--- config.mk ---
export PLATFORM = sky130hd
export DESIGN_NAME = mvu_job_launcher
export DESIGN_NICKNAME = d
export VERILOG_FILES = /design/src/rtl/mvu_job_launcher.sv
export SDC_FILE = /design/constraint.sdc
export NUM_CORES = 1
export LEC_CHECK = 0
export CORE_ASPECT_RATIO = 1.75
export CORE_UTILIZATION = 55
export DETAILED_ROUTE_END_ITERATION = 16
export PLACE_DENSITY = 0.79
export RECOVER_POWER = 50
export SLEW_MARGIN = 20
export SYNTH_ARGS = -nofsm -noshare
export SYNTH_HDL_FRONTEND = slang
export SYNTH_SLANG_ARGS = --single-unit
--- constraint.sdc ---
create_clock -name clk -period 4.25 [get_ports clk]
set_input_delay 0.6375 -clock clk [delete_from_list [all_inputs] [get_ports clk]]
set_output_delay 0.6375 -clock clk [all_outputs]
set_load 0.01 [all_outputs]
--- src/rtl/mvu_job_launcher.sv ---
// Job sequencer in front of one MVU slice: buffers descriptors, then runs
// configure / clear / start / wait-for-done for each one, with a watchdog.
module mvu_job_launcher #(
    parameter int unsigned DEPTH    = 4,
    parameter int unsigned BCNTDWN  = 29,
    parameter int unsigned BPREC    = 6,
    parameter int unsigned BBWADDR  = 9,
    parameter int unsigned BBDADDR  = 9,
    parameter int unsigned BQMSBIDX = 5,
    parameter int unsigned BTIMEOUT = 32
) (
    input  logic                clk,
    input  logic                rst_n,
    input  logic                cmd_valid,
    output logic                cmd_ready,
    input  logic [BCNTDWN-1:0]  cmd_countdown,
    input  logic [BPREC-1:0]    cmd_wprecision,
    input  logic [BPREC-1:0]    cmd_iprecision,
    input  logic [BPREC-1:0]    cmd_oprecision,
    input  logic [BBWADDR-1:0]  cmd_wbaseaddr,
    input  logic [BBDADDR-1:0]  cmd_ibaseaddr,
    input  logic [BBDADDR-1:0]  cmd_obaseaddr,
    input  logic [BQMSBIDX-1:0] cmd_quant_msbidx,
    input  logic [1:0]          cmd_mul_mode,
    output logic [BCNTDWN-1:0]  countdown,
    output logic [BPREC-1:0]    wprecision,
    output logic [BPREC-1:0]    iprecision,
    output logic [BPREC-1:0]    oprecision,
    output logic [BBWADDR-1:0]  wbaseaddr,
    output logic [BBDADDR-1:0]  ibaseaddr,
    output logic [BBDADDR-1:0]  obaseaddr,
    output logic [BQMSBIDX-1:0] quant_msbidx,
    output logic [1:0]          mul_mode,
    output logic                shacc_clr,
    output logic                quant_clr,
    output logic                start,
    input  logic                done,
    output logic                irq,
    input  logic                irq_clr,
    input  logic [BTIMEOUT-1:0] timeout_limit,
    output logic                timeout_err,
    input  logic                err_clr,
    output logic                busy,
    output logic [15:0]         jobs_done
);

    localparam int unsigned AW = (DEPTH > 1) ? $clog2(DEPTH) : 1;
    localparam int unsigned CW = AW + 1;
    localparam int unsigned PW = BCNTDWN + 3 * BPREC + BBWADDR + 2 * BBDADDR + BQMSBIDX + 2;

    localparam logic [1:0] S_IDLE  = 2'd0;
    localparam logic [1:0] S_CFG   = 2'd1;
    localparam logic [1:0] S_START = 2'd2;
    localparam logic [1:0] S_RUN   = 2'd3;

    logic [1:0]          state;
    logic [1:0]          state_next;
    logic [PW-1:0]       mem [DEPTH];
    logic [AW-1:0]       wr_ptr;
    logic [AW-1:0]       rd_ptr;
    logic [CW-1:0]       count;
    logic [CW-1:0]       count_next;
    logic                empty_q;
    logic                push;
    logic                pop;
    logic                done_hit;
    logic                timeout_hit;
    logic [BTIMEOUT-1:0] wd_cnt;

    assign push       = cmd_valid && cmd_ready;
    assign count_next = count + CW'(push) - CW'(pop);

    // State register
    always_ff @(posedge clk or negedge rst_n) begin
        if (!rst_n) begin
            state <= S_IDLE;
        end else begin
            state <= state_next;
        end
    end

    // Next-state decode; empty_q lags the count by one cycle so a fresh
    // entry has settled in the buffer before IDLE consumes it.
    always_comb begin
        state_next  = state;
        pop         = 1'b0;
        done_hit    = 1'b0;
        timeout_hit = 1'b0;
        case (state)
            S_IDLE: begin
                if (!empty_q) begin
                    pop        = 1'b1;
                    state_next = S_CFG;
                end
            end
            S_CFG:   state_next = S_START;
            S_START: state_next = S_RUN;
            S_RUN: begin
                if (done) begin
                    done_hit   = 1'b1;
                    state_next = S_IDLE;
                end else if ((timeout_limit != '0) &&
                             (wd_cnt == timeout_limit - BTIMEOUT'(1))) begin
                    timeout_hit = 1'b1;
                    state_next  = S_IDLE;
                end
            end
            default: state_next = S_IDLE;
        endcase
    end

    // Descriptor storage; contents need no reset, occupancy is tracked below
    always_ff @(posedge clk) begin
        if (push) begin
            mem[wr_ptr] <= {cmd_countdown, cmd_wprecision, cmd_iprecision, cmd_oprecision,
                            cmd_wbaseaddr, cmd_ibaseaddr, cmd_obaseaddr,
                            cmd_quant_msbidx, cmd_mul_mode};
        end
    end

    // FIFO bookkeeping, config registers, pulses, watchdog and status
    always_ff @(posedge clk or negedge rst_n) begin
        if (!rst_n) begin
            wr_ptr       <= '0;
            rd_ptr       <= '0;
            count        <= '0;
            empty_q      <= 1'b1;
            cmd_ready    <= 1'b1;
            busy         <= 1'b0;
            countdown    <= '0;
            wprecision   <= '0;
            iprecision   <= '0;
            oprecision   <= '0;
            wbaseaddr    <= '0;
            ibaseaddr    <= '0;
            obaseaddr    <= '0;
            quant_msbidx <= '0;
            mul_mode     <= '0;
            shacc_clr    <= 1'b0;
            quant_clr    <= 1'b0;
            start        <= 1'b0;
            wd_cnt       <= '0;
            irq          <= 1'b0;
            timeout_err  <= 1'b0;
            jobs_done    <= '0;
        end else begin
            count     <= count_next;
            empty_q   <= (count == '0);
            cmd_ready <= (count_next != CW'(DEPTH));
            busy      <= (state_next != S_IDLE) || (count_next != '0);
            if (push) begin
                wr_ptr <= wr_ptr + AW'(1);
            end
            if (pop) begin
                rd_ptr <= rd_ptr + AW'(1);
                {countdown, wprecision, iprecision, oprecision, wbaseaddr,
                 ibaseaddr, obaseaddr, quant_msbidx, mul_mode} <= mem[rd_ptr];
            end
            shacc_clr <= (state_next == S_CFG);
            quant_clr <= (state_next == S_CFG);
            start     <= (state_next == S_START);
            if (state == S_START) begin
                wd_cnt <= '0;
            end else if (state == S_RUN) begin
                wd_cnt <= wd_cnt + BTIMEOUT'(1);
            end
            if (done_hit) begin
                irq       <= 1'b1;
                jobs_done <= jobs_done + 16'd1;
            end else if (irq_clr) begin
                irq <= 1'b0;
            end
            if (timeout_hit) begin
                timeout_err <= 1'b1;
            end else if (err_clr) begin
                timeout_err <= 1'b0;
            end
        end
    end

endmodule

==> results of run 1 <==
layout by cell type, fill, tap and decap left out, types with 4 or more instances in the layout:
master	netlist	layout
a21oi_1	11	11
a31oi_1	7	7
and3_1	16	14
buf_12	0	5
buf_4	1	18
bufinv_16	0	7
clkbuf_1	27	8
clkbuf_16	0	41
clkdlybuf4s50_1	0	139
clkinv_1	0	5
dfrtp_1	143	141
diode_2	0	8
dlygate4sd3_1	0	82
edfxtp_1	324	324
ha_1	9	9
inv_1	15	15
mux2_2	83	83
mux4_2	81	81
nand2_1	38	38
nand2b_1	4	4
nand3_1	19	19
nand3b_1	4	4
nand4_1	19	19
nand4b_1	5	5
nor2_1	49	49
nor2b_1	5	5
nor3_1	25	24
nor4_1	10	10
nor4_2	4	4
o211ai_1	4	4
o21ai_0	17	17
or3_1	12	12
xnor2_1	44	44
xor2_1	33	33
stage by stage:
step | hold WS, ns | instance area, um^2
6_report | 0.403 | 23100
5_1_grt | 0.413 | 23100
4_1_cts | 0.242 | 23100
3_5_place_dp | 0.396 | 21700
3_3_place_gp | 0.384 | 21700
2_1_floorplan | 0.342 | 18800
area by class of cell:
cell class / instances / area, um^2
Clock buffer: 52 / 1100
Timing Repair Buffer: 245 / 2450
Multi-Input combinational cell: 537 / 5230
Fill cell: 2238 / 10500
Antenna cell: 8 / 20.0
Clock inverter: 23 / 310
Inverter: 15 / 56.3
Tap cell: 455 / 569
Sequential cell: 469 / 13400
flip-flops by register name (all words and copies together), names as in the netlist, 2 cells and up:
name and flops:
count 3, countdown 29, ibaseaddr 9, iprecision 6, jobs_done 16, mem 324, mul_mode 2, obaseaddr 9
oprecision 6, quant_msbidx 5, rd_ptr 2, state 2, wbaseaddr 9, wd_cnt 32, wprecision 6, wr_ptr 2
power by group through the flow:
stage,Combinational [mW],Clock [mW],Sequential (mW)
after detailed placement,4.21,0,6.81
after global placement,4.12,0,6.74
after global routing,4.43,4.12,6.85
after floorplan,2.36,0,6.72
final,4.14,3.87,6.71
after CTS,4.24,3.96,6.74
routing by layer:
metal,part of all wire,track usage,vias up
li1,-,-,4637
met1,0.35,0.248,5232
met2,0.56,0.436,267
met3,0.052,0.0422,82
met4,0.038,0.102,6
met5,0.00077,0,-
cells in the mapped netlist (all sizes together) (12+ instances only):
| cell | number | area (um^2) |
|---|---|---|
| nor4 | 14 | 113 |
| inv | 15 | 56.3 |
| nor3 | 27 | 145 |
| xor2 | 33 | 289 |
| mux2 | 83 | 935 |
| nand3 | 19 | 95.1 |
| xnor2 | 44 | 385 |
| dfrtp | 143 | 3580 |
| nand4 | 20 | 131 |
| or3 | 12 | 75.1 |
| clkbuf | 27 | 101 |
| buf | 13 | 56.3 |
| nand2 | 38 | 143 |
| and3 | 16 | 100 |
| o21ai | 17 | 85.1 |
| edfxtp | 324 | 9730 |
| mux4 | 81 | 1820 |
| nor2 | 49 | 184 |
how the worst max path moves through the flow:
stage	start	end	slack [ns]	cells after the start
floorplan	cmd_valid	mem[0][0]$_DFFE_PP_	1.23	1
global placement	timeout_limit[0]	busy$_DFF_PN0_	0.28	11
detailed placement	timeout_limit[0]	busy$_DFF_PN0_	0.21	11
CTS	timeout_limit[0]	busy$_DFF_PN0_	0.77	11
global route	timeout_limit[0]	busy$_DFF_PN0_	0.59	11
finish	timeout_limit[0]	busy$_DFF_PN0_	0.71	11
worst max-delay path, delay by kind of cell:
kind,cells,cell delay (ns)
and+or+nand+nor,5,1.74
AOI/OAI and AO/OA,2,0.42
buffers and inverters,2,0.61
adders and majority gates,1,0.37
xor gates and xnor gates,1,0.13
cell families (layout without fill, tap and decap cells):
group,count (synthesis),count (layout),synth area share
mux,167,167,0.148
xor+xnor,77,77,0.0359
fa+ha+maj,10,10,0.00706
flops,469,469,0.711
buf+inv,55,335,0.0114
other cells,0,8,0
simple gates,227,227,0.0651
compound gates,56,56,0.0212
==> key figures, run 1 <==
Outcome
  – Status: finished with violations
  – Failing checks: capacitance limit, slew limit

Die
  – Die area: 0.0349 mm^2
  – Die Width: 142 um
  – Ports: 223
  – Core area: 0.0336 mm^2
  – Initial Utilization: 0.559
  – Die H: 247 um
  – Std cell rows: 89

Timing
  – Clock Skew: 0.0250 ns
  – RSZ-0062 raised after global routing: no
  – Final Hold Fails: 0
  – Final min period: 3.54 ns
  – Worst slew pin tran: 2.58 ns
  – Final Slew Violations: 158
  – Setup TNS: 0 ns
  – Slew HR: -0.723
  – Tcrit/Tclk final: 0.832
  – # setup viols final: 0
  – Worst setup margin: 0.715 ns
  – Max Freq: 283 MHz

Logic synthesis
  – Distinct cells, synth: 55
  – EDFF count, synth: 324
  – Cells after synthesis: 1,061
  – Post-Syn Area: 0.0188 mm^2
  – Yosys warns: 0
  – Syn Area/Cell: 17.7 um^2
  – Ys flop type: edfxtp_1
  – Fraction of the yosys area taken by sequential cells: 0.711
  – Number of synthesized register bits: 469
  – FFs w/ async S/R, synth: 0.309
  – Mapped Nets: 1,190

CTS
  – Root Buffer: clkbuf_16
  – Clk_lat worst skew: 0.54 ns
  – Clock buffer depth: 3
  – Clock transition at the registers of the reported paths: 0.06 ns
  – CTS Hold Buffers Added: 0
  – Post-CTS Repair Setup Buffers: 0
  – Htree depth: 2
  – CTS tree: built
  – CTS Buf Count: 41
  – Clk sinks: 469
  – Cts repair resizes: 0

Drt
  – Vias: 10,224
  – Post-Route WL: 38,800 um
  – Final ANT Viol Nets: 0
  – Detailed Routing Iterations Pass 1: 5
  – Post-route DRC: 0
  – Vias per cell: 5.67
  – DRT iter0 DRCs: 443
  – WL per Instance: 21.5 um

Critical path
  – Critical path required time: 4.63 ns
  – Largest stage delay, worst path: 0.52 ns
  – Reg2reg end: mem[3][9]$_DFFE_PP_
  – Worst r2r path cells: 2
  – CP max stage cell: or3b_2
  – Maximum net fanout on the critical path: 11
  – Nature of the critical path endpoint: register
  – CP arrival: 3.92 ns
  – Crit Path Category: primary input to register
  – Critical R2R Launch: cmd_ready$_DFF_PN1_
  – Startpoint types: primary input
  – Cells along the critical path: clkdlybuf4s50_1 > inv_1 > ha_1 > or3b_2 > or2_2 > xnor2_1 > a211o_1 > nor4_1 > nand4b_1 > nor3_2 > o21ai_0
  – Worst reg2reg setup slack: 1.44 ns

Pwr
  – Sw Ratio: 0.278
  – PwrDens: 637 mW/mm^2
  – Clock share of power: 0.263
  – Final Power: 14.7 mW
  – Comb power frac: 0.281
  – Peak supply drop: 0.000555 V
  – Seq pwr share: 0.456
  – Switching pwr: 4.09 mW
  – LEAKAGE: 8.09 nW
  – Pint: 10.6 mW

Run
  – Max cap viols: 3

Finish
  – Util after Layout: 0.687
  – P&R area growth vs syn: 23.0%
  – Fin cells: 1,804
  – Layout Nets: 1,438
  – Fraction of layout instances using a drive strength above 1: 0.203

Place
  – Pre-CTS WS: 0.208 ns
  – Post-Place Cells: 1,721
  – DPL Wire Length: 24,900 um
  – PortBufs: 222
  – Gpl congestion: 0.960

Worst hold path
  – Hold_sp: count[0]$_DFF_PN0_
  – Worst hold path class: register to register
  – Worst Hold End: empty_q$_DFF_PN1_
  – Worst hold path depth: 1

GRT
  – Total gr overflow: 0
  – Largest net degree at the start of global routing: 97
  – Number of global-route vias before repair: 11,192
  – Initial antenna violation count: 12
  – First-pass GRT wire length: 60,200 um
  – GRT Overall Usage: 0.231
No activity file was read; power rests on OpenSTA's default activity.
==> run 2, diff against run 1 <==
Clock period 4.25 ns to 3.3 ns, I/O delays scaled along.
==> key figures, run 2 (same netlist as run 1, synthesis figures left out) <==
Outcome
  – Status: finished with violations (unchanged)
  – Failing checks: capacitance limit, slew limit (unchanged)

Pwr
  – PwrDens: 803 mW/mm^2 (was 637 mW/mm^2)
  – Final Power: 18.8 mW (was 14.7 mW)
  – Sw Ratio: 0.278 (about the same)
  – LEAKAGE: 8.29 nW (was 8.09 nW)
  – Pint: 13.6 mW (was 10.6 mW)
  – Peak supply drop: 0.000617 V (was 0.000555 V)
  – Switching pwr: 5.22 mW (was 4.09 mW)
  – Comb power frac: 0.294 (was 0.281)
  – Seq pwr share: 0.454 (was 0.456)
  – Clock share of power: 0.252 (was 0.263)

CTS
  – Cts repair resizes: 0 (unchanged)
  – CTS Hold Buffers Added: 0 (unchanged)
  – Clock transition at the registers of the reported paths: 0.06 ns (about the same)
  – Clk_lat worst skew: 0.54 ns (about the same)
  – Htree depth: 2 (unchanged)
  – Post-CTS Repair Setup Buffers: 0 (unchanged)
  – Root Buffer: clkbuf_16 (unchanged)
  – Clock buffer depth: 3 (unchanged)
  – CTS Buf Count: 41 (unchanged)
  – Clk sinks: 469 (unchanged)
  – CTS tree: built (unchanged)

Die
  – Ports: 223 (unchanged)
  – Die Width: 142 um (unchanged)
  – Die H: 247 um (unchanged)
  – Initial Utilization: 0.559 (unchanged)
  – Std cell rows: 89 (unchanged)
  – Die area: 0.0349 mm^2 (unchanged)
  – Core area: 0.0336 mm^2 (unchanged)

Finish
  – Final Cell Area: 0.0234 mm^2 (was 0.0231 mm^2)
  – Layout Nets: 1,482 (was 1,438)
  – Commonest non-fill, non-tap cell in the layout: edfxtp_1 (unchanged)
  – P&R area growth vs syn: 24.5% (was 23.0%)
  – Most frequent cells in the layout: edfxtp_1 (324), dfrtp_1 (141), clkdlybuf4s50_1 (140) (was edfxtp_1 (324), dfrtp_1 (141), clkdlybuf4s50_1 (139))
  – Largest registers: mem x324, wd_cnt x32, countdown x29 (unchanged)
  – Fraction of layout instances using a drive strength above 1: 0.225 (was 0.203)
  – Util after Layout: 0.696 (was 0.687)
  – Max reg flops: 324 (unchanged)
  – Most flop-heavy register: mem (unchanged)

GRT
  – First-pass GRT wire length: 61,600 um (was 60,200 um)
  – Initial antenna violation count: 13 (was 12)
  – Total gr overflow: 0 (unchanged)
  – Number of global-route vias before repair: 11,336 (was 11,192)
  – Largest net degree at the start of global routing: 89 (was 97)
  – GRT Overall Usage: 0.237 (was 0.231)

Critical path
  – Delay-heaviest family, CP: simple AND/OR/NAND/NOR gates (unchanged)
  – CP arrival: 3.46 ns (was 3.92 ns)
  – Crit Path Category: primary input to register (unchanged)
  – Critical R2R Launch: state[1]$_DFF_PN0_ (was cmd_ready$_DFF_PN1_)
  – Cells along the critical path: clkdlybuf4s50_1 > inv_1 > ha_1 > or3b_2 > or2_2 > xnor2_1 > a211o_1 > nor4_1 > nand4b_1 > nor3_2 > o21ai_0 (unchanged)
  – Worst r2r path cells: 4 (was 2)
  – Nature of the critical path endpoint: register (unchanged)
  – Startpoint types: primary input (unchanged)
  – CP max stage cell: or3b_2 (unchanged)
  – Worst reg2reg setup slack: 0.61 ns (was 1.44 ns)
  – Critical path required time: 3.68 ns (was 4.63 ns)
  – Largest stage delay, worst path: 0.50 ns (was 0.52 ns)
  – Maximum net fanout on the critical path: 3 (was 11)
  – Buf+Inv Stages, Crit Path: 2 (unchanged)
  – Reg2reg end: oprecision[3]$_DFFE_PN0P_ (was mem[3][9]$_DFFE_PP_)

Worst hold path
  – Worst Hold End: empty_q$_DFF_PN1_ (unchanged)
  – Worst hold path class: register to register (unchanged)
  – Worst hold path depth: 1 (unchanged)
  – Hold_sp: count[0]$_DFF_PN0_ (unchanged)

Place
  – Gpl congestion: 0.918 (was 0.960)
  – Placed instance area: 0.0221 mm^2 (was 0.0217 mm^2)
  – DPL Wire Length: 25,700 um (was 24,900 um)
  – PortBufs: 222 (unchanged)

Drt
  – Post-Route WL: 39,800 um (was 38,800 um)
  – WL per Instance: 21.6 um (was 21.5 um)
  – Vias: 10,508 (was 10,224)
  – DRT iter0 DRCs: 529 (was 443)
  – Detailed Routing Iterations Pass 1: 5 (unchanged)
  – Final ANT Viol Nets: 0 (unchanged)
  – Post-route DRC: 0 (unchanged)
  – Vias per cell: 5.68 (was 5.67)

Timing
  – Setup TNS: 0 ns (unchanged)
  – Tcrit/Tclk final: 0.933
  – Final hold slack: 0.404 ns (was 0.403 ns)
  – Final Hold Fails: 0 (unchanged)
  – # setup viols final: 0 (unchanged)
  – Final Slew Violations: 136 (was 158)
  – Final min period: 3.08 ns
  – Slew HR: -0.670 (was -0.723)
  – RSZ-0062 raised after global routing: no (unchanged)
  – Worst slew pin tran: 2.50 ns (was 2.58 ns)
  – Clock Skew: 0.0211 ns (was 0.0250 ns)
  – Max Freq: 325 MHz

Run
  – Max cap viols: 3 (unchanged)
[run 2: cell types whose count changed in the layout (fill, tap and decap cells not counted), moves of 2 or more]
| cell | before | now |
|---|---|---|
| clkbuf_1 | 8 | 10 |
| clkbuf_2 | 1 | 3 |
| clkinv_4 | 2 | 0 |
| clkinv_2 | 3 | 8 |
| clkinvlp_4 | 3 | 0 |
| clkinv_1 | 5 | 7 |
| buf_4 | 18 | 54 |
| buf_12 | 5 | 9 |
| bufinv_16 | 7 | 4 |
[run 2: power by group through the flow]
stage               Sequential, mW  Combinational (mW)  Clock, mW
detailed placement            8.66                5.62          0
global placement              8.56                5.55          0
finish                        8.54                5.52       4.73
floorplan                     8.66                3.04          0
CTS                           8.56                5.66       4.84
global route                  8.69                5.92       5.04
[run 2: stage by stage]
stage               instances  worst slack (ns)
floorplan                1061             0.303
finish                   1849             0.222
detailed placement       1765            -0.292
global placement         1765            -0.228
CTS                      1840             0.255
global route             1847            0.0347
[run 2: cell type report]
| type | count | area, um^2 |
|---|---|---|
| flip-flops and latches | 469 | 13400 |
| clock buffers | 53 | 1110 |
| diodes | 9 | 22.5 |
| fillers | 2251 | 10200 |
| multi-input cells | 537 | 5230 |
| repair buffers | 289 | 2820 |
| clock inverters | 22 | 220 |
| inverters | 15 | 56.3 |
| well taps | 455 | 569 |
[run 2: routing by layer]
metal	part of all wire	track usage	routed length [um]	up-vias
li1	-	-	-	4741
met1	0.36	0.266	14500	5336
met2	0.54	0.429	21400	316
met3	0.052	0.0422	2060	103
met4	0.045	0.120	1790	12
met5	0.0016	0	62	-
[run 2: worst reg2reg max path: stages, from the launching register on]
cell	delay, ns
dfrtp_1	0.54
nor3_2	0.30
buf_4	0.62
buf_4	0.70
mux2_2	0.42
[run 2: how the worst max path moves through the flow]
stage	start	endpoint	slack, ns	cells after the start
final	timeout_limit[0]	busy$_DFF_PN0_	0.22	11
after global routing	timeout_limit[0]	busy$_DFF_PN0_	0.03	11
after CTS	timeout_limit[0]	busy$_DFF_PN0_	0.25	11
after detailed placement	timeout_limit[0]	busy$_DFF_PN0_	-0.29	11
after global placement	timeout_limit[0]	busy$_DFF_PN0_	-0.23	11
after floorplan	wr_ptr[0]$_DFFE_PN0P_	mem[2][0]$_DFFE_PP_	0.30	3
==> run 3, diff against run 2 <==
Settings changed: DONT_BUFFER_PORTS set to 1, PLACE_DENSITY 0.79 to 0.7.
==> key figures, run 3 (same netlist as run 1, synthesis figures left out) <==
Pwr
  – Pint: 12.7 mW (was 13.6 mW)
  – Switching pwr: 4.97 mW (was 5.22 mW)
  – LEAKAGE: 7.24 nW (was 8.29 nW)
  – PwrDens: 845 mW/mm^2 (was 803 mW/mm^2)
  – Peak supply drop: 0.000613 V (was 0.000617 V)
  – Final Power: 17.7 mW (was 18.8 mW)
  – Clock share of power: 0.282 (was 0.252)
  – Comb power frac: 0.204 (was 0.294)
  – Sw Ratio: 0.281 (was 0.278)
  – Seq pwr share: 0.514 (was 0.454)

Drt
  – Met2 WL: 20,000 um (was 21,400 um)
  – WL per Instance: 23.4 um (was 21.6 um)
  – Final ANT Viol Nets: 0 (unchanged)
  – Post-route DRC: 0 (unchanged)
  – Length of routed met3 wiring: 2610 um (was 2060 um)
  – Vias: 9,339 (was 10,508)
  – Vias per cell: 5.92 (was 5.68)
  – DRT iter0 DRCs: 443 (was 529)
  – Post-Route WL: 36,900 um (was 39,800 um)
  – Detailed Routing Iterations Pass 1: 6 (was 5)
  – Met1 Wirelength: 13,100 um (was 14,500 um)
  – Top Layer Used: met4 (was met5)

Die
  – Core area: 0.0336 mm^2 (unchanged)
  – Die H: 247 um (unchanged)
  – Die area: 0.0349 mm^2 (unchanged)
  – Std cell rows: 89 (unchanged)
  – Initial Utilization: 0.559 (unchanged)
  – Die Width: 142 um (unchanged)
  – Ports: 223 (unchanged)

Finish
  – ANT cells: 0 (was 9)
  – Fraction of layout instances using a drive strength above 1: 0.244 (was 0.225)
  – Most flop-heavy register: mem (unchanged)
  – P&R area growth vs syn: 11.4% (was 24.5%)
  – Area occupied by multi-input gates: 0.00524 mm^2 (was 0.00523 mm^2)
  – Fillers: 2,411 (was 2,251)
  – Register area: 0.0134 mm^2 (unchanged)
  – Most frequent cells in the layout: edfxtp_1 (324), dfrtp_1 (141), mux2_2 (83) (was edfxtp_1 (324), dfrtp_1 (141), clkdlybuf4s50_1 (140))
  – Max reg flops: 324 (unchanged)
  – Largest registers: mem x324, wd_cnt x32, countdown x29 (unchanged)
  – Layout Nets: 1,218 (was 1,482)
  – Commonest non-fill, non-tap cell in the layout: edfxtp_1 (unchanged)

Critical path
  – Worst r2r path cells: 10 (was 4)
  – CP arrival: 3.15 ns (was 3.46 ns)
  – Critical path required time: 3.70 ns (was 3.68 ns)
  – Nature of the critical path endpoint: register (unchanged)
  – Crit Path Category: register to register (was primary input to register)
  – Startpoint types: register (was primary input)
  – Critical R2R Launch: cmd_ready$_DFF_PN1_ (was state[1]$_DFF_PN0_)
  – Worst reg2reg setup slack: 0.55 ns (was 0.61 ns)
  – Reg2reg end: busy$_DFF_PN0_ (was oprecision[3]$_DFFE_PN0P_)
  – Maximum net fanout on the critical path: 6 (was 3)

GRT
  – Largest net degree at the start of global routing: 146 (was 89)
  – Initial antenna violation count: 0 (was 13)
  – First-pass GRT wire length: 56,500 um (was 61,600 um)
  – Number of global-route vias before repair: 9,995 (was 11,336)
  – GRT Overall Usage: 0.218 (was 0.237)
  – Total gr overflow: 0 (unchanged)

Timing
  – RSZ-0062 raised after global routing: no (unchanged)
  – Tcrit/Tclk final: 0.833 (was 0.933)
  – Final hold slack: -0.354 ns (was 0.404 ns)
  – Final Hold Fails: 145 (was 0)
  – Final Slew Violations: 0 (was 136)
  – # setup viols final: 0 (unchanged)
  – Clock Skew: 0.0190 ns (was 0.0211 ns)
  – Final min period: 2.75 ns (was 3.08 ns)
  – Slew HR: 0.426 (was -0.670)
  – Setup TNS: 0 ns (unchanged)
  – Max Freq: 364 MHz (was 325 MHz)
  – Worst slew pin tran: 0.853 ns (was 2.50 ns)

Place
  – PortBufs: 0 (was 222)
  – Gpl congestion: 0.858 (was 0.918)
  – DPL Wire Length: 23,300 um (was 25,700 um)

CTS
  – Htree depth: 2 (unchanged)
  – Clock buffer depth: 3 (unchanged)
  – Clock transition at the registers of the reported paths: 0.06 ns (about the same)
  – CTS Buf Count: 42 (was 41)
  – Clk_lat worst skew: 0.54 ns (about the same)
  – CTS tree: built (unchanged)
  – Root Buffer: clkbuf_16 (unchanged)
  – Clk sinks: 469 (unchanged)
  – Cts repair resizes: 0 (unchanged)

Outcome
  – Status: finished with violations (unchanged)
  – Failing checks: hold timing (was capacitance limit, slew limit)

Run
  – Max cap viols: 0 (was 3)

Worst hold path
  – Worst hold path class: primary input to asynchronous set/reset pin (was register to register)
## run 3: worst max path at each step
stage                           from                         to  cells past startpoint
2_1_floorplan  wr_ptr[0]$_DFFE_PN0P_        mem[2][0]$_DFFE_PP_                      3
3_3_place_gp        timeout_limit[0]             busy$_DFF_PN0_                     10
3_5_place_dp        timeout_limit[0]             busy$_DFF_PN0_                     10
4_1_cts           state[1]$_DFF_PN0_  iprecision[2]$_DFFE_PN0P_                      4
5_1_grt          cmd_ready$_DFF_PN1_             busy$_DFF_PN0_                     10
6_report         cmd_ready$_DFF_PN1_             busy$_DFF_PN0_                     10
## run 3: what timing repair did
action | in CTS | in global routing
setup buffers | 0 | 0
setup endpoints to repair | 0 | 0
hold endpoints to repair | 145 | 145
## run 3: area by class of cell
cell class              instances  area share
clock buffers                  58      0.0565
clock inverters                20      0.0118
inverters                      15     0.00269
multi-input cells             537       0.250
flip-flops and latches        469       0.639
well taps                     455      0.0272
repair buffers                 24      0.0128
## run 3: routing by layer
layer,track usage,vias to the layer above
met5,0,-
met4,0.0863,0
met3,0.0606,68
met2,0.396,267
met1,0.237,4827
li1,-,4177
## run 3: power groups by stage
stage / clock [mW] / sequential [mW] / combinational (mW)
floorplan: 0 / 8.66 / 3.04
global placement: 0 / 9.19 / 3.61
detailed placement: 0 / 9.25 / 3.69
CTS: 5.10 / 9.14 / 3.71
global route: 5.33 / 9.26 / 3.95
finish: 4.99 / 9.09 / 3.62
## run 3: worst max-delay path, cell delays in order, from the launching register on
cell	delay, ns
dfstp_1	0.72
nand2_1	0.20
ha_1	0.33
inv_1	0.05
ha_1	0.12
inv_1	0.04
fa_1	0.38
xnor2_1	0.15
xnor2_1	0.17
nor4_1	0.31
o21ai_0	0.14
## run 3: per-stage QoR
step / utilization / instance area, um^2 / hold slack [ns] / worst slack [ns] / std cells
after floorplan: - / 18800 / 0.199 / 0.303 / 1061
after global placement: 0.580 / 19500 / 0.203 / 0.185 / 1500
after detailed placement: 0.580 / 19500 / 0.201 / 0.129 / 1500
after CTS: 0.622 / 20900 / -0.386 / 0.580 / 1578
after global routing: 0.622 / 20900 / -0.381 / 0.325 / 1578
final: 0.622 / 20900 / -0.354 / 0.550 / 1578
